## src/rtl/seg7_mux_driver.sv

```systemverilog
// Multiplexed seven-segment display driver: scans NUM_DIGITS digits over a
// shared segment bus. It supports hex/decimal decode, leading-zero blanking,
// per-digit decimal points and frame-synchronous (tear-free) value update.
module seg7_mux_driver #(
  parameter int unsigned NUM_DIGITS = 4,
  parameter int unsigned CLK_DIV    = 100000,
  parameter bit          ACTIVE_LOW = 1'b1
) (
  input  logic                    clk,
  input  logic                    rst,
  input  logic [4*NUM_DIGITS-1:0] value,
  input  logic [NUM_DIGITS-1:0]   dp_in,
  input  logic                    load,
  input  logic                    hex_mode,
  input  logic                    lz_blank,
  output logic [6:0]              seg,
  output logic                    dp,
  output logic [NUM_DIGITS-1:0]   an,
  output logic                    frame_done
);

  localparam int unsigned VW = 4 * NUM_DIGITS;
  localparam int unsigned PW = (CLK_DIV > 1) ? $clog2(CLK_DIV) : 1;
  localparam int unsigned IW = (NUM_DIGITS > 1) ? $clog2(NUM_DIGITS) : 1;

  logic [PW-1:0]         presc;
  logic [IW-1:0]         idx;
  logic [VW-1:0]         pend_val;
  logic [NUM_DIGITS-1:0] pend_dp;
  logic [VW-1:0]         disp_val;
  logic [NUM_DIGITS-1:0] disp_dp;

  logic                  tick_c;
  logic                  wrap_c;
  logic [3:0]            cur_nib_c;
  logic                  cur_dp_c;
  logic                  cur_lz_c;
  logic                  lz_run_c;
  logic [6:0]            pat_c;
  logic [NUM_DIGITS-1:0] an_pat_c;

  // Active-high segment pattern; nibbles 10..15 go blank outside hex mode.
  function automatic logic [6:0] decode(input logic [3:0] nib, input logic hex);
    logic [6:0] p;
    case (nib)
      4'h0: p = 7'h3F;
      4'h1: p = 7'h06;
      4'h2: p = 7'h5B;
      4'h3: p = 7'h4F;
      4'h4: p = 7'h66;
      4'h5: p = 7'h6D;
      4'h6: p = 7'h7D;
      4'h7: p = 7'h07;
      4'h8: p = 7'h7F;
      4'h9: p = 7'h6F;
      4'hA: p = 7'h77;
      4'hB: p = 7'h7C;
      4'hC: p = 7'h39;
      4'hD: p = 7'h5E;
      4'hE: p = 7'h79;
      default: p = 7'h71;
    endcase
    if (!hex && (nib > 4'd9)) p = 7'h00;
    return p;
  endfunction

  assign tick_c = (presc == PW'(CLK_DIV - 1));
  assign wrap_c = tick_c && (idx == IW'(NUM_DIGITS - 1));

  // Select the active digit and work out whether it is a leading zero.
  // The scan goes from the most significant digit down, so lz_run stays set
  // only while every nibble seen so far is zero.
  always_comb begin
    cur_nib_c = 4'h0;
    cur_dp_c  = 1'b0;
    cur_lz_c  = 1'b0;
    lz_run_c  = 1'b1;
    an_pat_c  = '0;
    for (int k = int'(NUM_DIGITS) - 1; k >= 0; k--) begin
      lz_run_c = lz_run_c && (disp_val[4*k +: 4] == 4'h0);
      an_pat_c[k] = (idx == IW'(k));
      if (idx == IW'(k)) begin
        cur_nib_c = disp_val[4*k +: 4];
        cur_dp_c  = disp_dp[k];
        cur_lz_c  = lz_run_c && (k != 0);
      end
    end
    pat_c = decode(cur_nib_c, hex_mode);
    if (lz_blank && cur_lz_c) pat_c = 7'h00;
  end

  // Refresh prescaler and digit scan counter.
  always_ff @(posedge clk) begin
    if (rst) begin
      presc <= '0;
      idx   <= '0;
    end else if (tick_c) begin
      presc <= '0;
      idx   <= wrap_c ? '0 : idx + IW'(1);
    end else begin
      presc <= presc + PW'(1);
    end
  end

  // Pending buffer captures on load. The display buffer changes only at a
  // wrap, and a load on the wrap cycle itself goes straight to the display.
  always_ff @(posedge clk) begin
    if (rst) begin
      pend_val <= '0;
      pend_dp  <= '0;
      disp_val <= '0;
      disp_dp  <= '0;
    end else begin
      if (load) begin
        pend_val <= value;
        pend_dp  <= dp_in;
      end
      if (wrap_c) begin
        disp_val <= load ? value : pend_val;
        disp_dp  <= load ? dp_in : pend_dp;
      end
    end
  end

  // Registered pin drivers, with polarity applied here.
  always_ff @(posedge clk) begin
    if (rst) begin
      seg        <= {7{ACTIVE_LOW}};
      dp         <= ACTIVE_LOW;
      an         <= {NUM_DIGITS{ACTIVE_LOW}};
      frame_done <= 1'b0;
    end else begin
      seg        <= pat_c ^ {7{ACTIVE_LOW}};
      dp         <= cur_dp_c ^ ACTIVE_LOW;
      an         <= an_pat_c ^ {NUM_DIGITS{ACTIVE_LOW}};
      frame_done <= wrap_c;
    end
  end

endmodule
```

## config.mk

```make
export PLATFORM = sky130hd
export DESIGN_NAME = seg7_mux_driver
export DESIGN_NICKNAME = d
export VERILOG_FILES = /design/src/rtl/seg7_mux_driver.sv
export SDC_FILE = /design/constraint.sdc
export NUM_CORES = 1
export LEC_CHECK = 0
export ABC_AREA = 1
export BUFFER_PORTS_ARGS = -buffer_cell sky130_fd_sc_hd__buf_4
export CAP_MARGIN = 20
export CORE_ASPECT_RATIO = 1.5
export CORE_MARGIN = 2
export CORE_UTILIZATION = 50
export DETAILED_ROUTE_END_ITERATION = 10
export GPL_ROUTABILITY_DRIVEN = 0
export PLACE_DENSITY = 0.71
export SLEW_MARGIN = 20
export SYNTH_ARGS = -nofsm -noshare
export SYNTH_HDL_FRONTEND = slang
export SYNTH_SLANG_ARGS = --single-unit
```

## constraint.sdc

```tcl
create_clock -name clk -period 2.7 [get_ports clk]
set_clock_uncertainty 0.2 [all_clocks]
set_input_delay 0.54 -clock clk [delete_from_list [all_inputs] [get_ports clk]]
set_output_delay 0.54 -clock clk [all_outputs]
set_load 0.01 [all_outputs]
```

==> summary.txt <==
summed negative setup slack over all endpoints = 0 ns
number of iterations in the first detailed-routing pass = 4
area inside the core boundary = 6760 um^2
areal power density over the cells = 522 nW/um^2
highest attainable clock frequency = 0.415 GHz
max incr delay on CP = 0.34 ns
critical path type = register to register
crit path max-delay cell type = sky130_fd_sc_hd__ha_1
instance area at placement = 3710 um^2
die footprint = 7540 um^2
global-route total usage across every layer = 19.2%
average routed wire per standard cell = 10.9 um
Post-Syn Area = 3420 um^2
wire length of the first global-routing pass = 11800 um
Worst Path Max Fanout = 9
worst-margin pin slew = 0.531 ns
Overflow after GRT = 0
critical path capture point type = register
net switching power = 447 uW
proportion of power drawn by flip-flops and latches = 54.1%
TritonCTS clock tree = yes
part of the total power dissipated in the clock network = 40.2%
post-route standard cell area excluding fillers = 3890 um^2
register bit total from synthesis = 72
top-area cell type share of the netlist area = 42.1%
Internal Power = 1590 uW
drc violations = 0
cell row count = 37
vias in the first global route = 2883
count of pins on the block boundary = 38
first-iteration detailed-routing DRC count = 134
net switching fraction of the power = 22.0%
count of maximum capacitance violations = 0
Hold Slack = 0.249 ns
worst min-delay path class = register to register
startpoint kind of the worst setup timing path = register
distinct cell type count after synthesis = 33
post-synth net total = 535
clock slew at the register clock pins of the worst setup and hold paths = 0.07 ns
number of warnings reported in the yosys synthesis log = 0
outcome = completed
final number of max-transition violations = 0
maximum clock path buffer count = 2
leakage power total = 0.00190 uW
share of layout cells above drive strength 1 = 12.5%
clock latency at the later pin of the worst-skew pair = 0.35 ns
horizontal extent of the die = 71.6 um
count of placed standard cells in the final layout, fillers left out = 613
overall routed net length = 6670 um
unrepaired setup endpoints after global routing = no
cell count after placement = 598
most common cell after layout, fill and taps aside = sky130_fd_sc_hd__nand2_1
syn_area_per_cell = 6.86 um^2
cell types occupying the most area after synthesis = sky130_fd_sc_hd__dfxtp_1 (42%), sky130_fd_sc_hd__nand2_1 (12%), sky130_fd_sc_hd__nor2_1 (8.7%), sky130_fd_sc_hd__inv_1 (8.4%), sky130_fd_sc_hd__o21ai_0 (5.4%)
setup violators final = 0
commonest non-fill, non-tap cells in the layout = sky130_fd_sc_hd__nand2_1 (106), sky130_fd_sc_hd__nor2_1 (79), sky130_fd_sc_hd__inv_1 (77)
critical path, cell by cell = inv_1 > ha_1 > inv_2 > nand2_1 > nand3_1 > a21oi_1 > ha_1 > o211ai_1 > nand2_1 > and2_1 > nand2_1
maximum level of the CTS H-tree = 3
portion of the post-synthesis area used by sequential elements = 42.1%
clock tree sinks = 72
worst endpoint data arrival time = 2.44 ns
Post-CTS Setup Inserts = 0
antenna violation net count after detailed routing = 0
Initial Util = 50.7%
largest net degree at the start of global routing = 41
buffers added on ports = 37
cts hold-fix bufs = 0
clock root cell = sky130_fd_sc_hd__clkbuf_8
growth of design area from synthesis to finish = 13.7%
half-perimeter wire length after detailed placement = 4920 um
number of nets in the layout = 567
post-CTS resize count = 0
clock period minus final worst setup slack = 2.41 ns
vertical extent of the die = 105 um
number of inserted diodes = 0
number of buffers created by CTS = 9
max-slew headroom at the worst pin = 64.5%
IR drop worst, VDD = 0.000275 V
most frequent CP cell = sky130_fd_sc_hd__nand2_1
hold violation count in the final report = 0
cell count after synthesis = 499
worst path required time = 2.73 ns
antenna violations before repair = 0
largest area contributor in the synthesized netlist = sky130_fd_sc_hd__dfxtp_1
share of total power in combinational logic = 5.7%
vias per cell = 4.99
routed via count = 3059
fin crit share = 89.2%
[final cells by class]
class                   count  area [um^2]
repair buffers             40          300
clock inverters             4         45.0
well taps                  78         97.6
fillers                   693         2860
inverters                  80          300
multi-input cells         328         1570
clock buffers              11          141
flip-flops and latches     72         1440
[through the flow]
| stage | setup WS (ns) | power (uW) | utilization, % |
|---|---|---|---|
| after floorplan | 0.392 | 1190 | - |
| after global placement | 0.397 | 1240 | 54.9 |
| after detailed placement | 0.305 | 1240 | 54.9 |
| after CTS | 0.289 | 2060 | 57.6 |
| after global routing | 0.0157 | 2120 | 57.6 |
| final | 0.292 | 2030 | 57.6 |
[power by group through the flow]
stage          sequential, uW  clock (uW)  combinational [uW]
2_1_floorplan            1120           0                68.6
3_3_place_gp             1120           0                 117
3_5_place_dp             1120           0                 119
4_1_cts                  1100         844                 120
5_1_grt                  1100         886                 136
6_report                 1100         817                 117
[registers in the layout (all words and copies together), names as in the netlist]
signal / flops
frame_done: 1
pend_dp: 4
idx: 2
seg: 7
presc: 17
disp_dp: 4
pend_val: 16
dp: 1
disp_val: 16
an: 4
[Yosys cell counts, drive strengths merged]
library cell and number:
o21ai 42, nand4 9, and2 1, clkinv 1, a21oi 27, nand2 107
o31ai 1, nor3 5, nor2 82, nand3 30, xor2 1, inv 79
o21a 1, clkbuf 7, dfxtp 72, nand3b 3, buf 12, o211ai 2
xnor2 1, nor3b 1, ha 11, or2 4
[worst paths after layout]
path,from,end,slack [ns],cells after the start
setup reg to reg,idx[0],seg[5],0.29,11
hold reg to reg,presc[0],presc[0],0.25,1
setup / recovery,idx[0],seg[5],0.29,11
hold / removal,presc[0],presc[0],0.25,1
[layer usage]
metal  routed length (um)  global-route usage [%]
met1                 2820                    20.0
met2                 3440                    35.0
met3                  224                    4.78
met4                  182                    9.16
met5                    0                       0
[worst max-delay path, delay by kind of cell, from the launching register on]
family | cells | cell delay [ns]
adder cells (fa/ha/maj) | 2 | 0.62
AND/OR/NAND/NOR | 5 | 0.54
AO/OA/AOI/OAI | 2 | 0.37
flip-flops | 1 | 0.33
buffers and inverters | 2 | 0.24
[kinds of logic after synthesis]
group / after synthesis / synth area share, %
adder cells (fa/ha/maj): 11 / 4.02
XOR/XNOR: 2 / 0.512
AO/OA/AOI/OAI: 73 / 11.1
flip-flops: 72 / 42.1
buffers and inverters: 99 / 12.1
AND/OR/NAND/NOR: 242 / 30.2
Note: power is estimated with default switching activity, not from simulation.
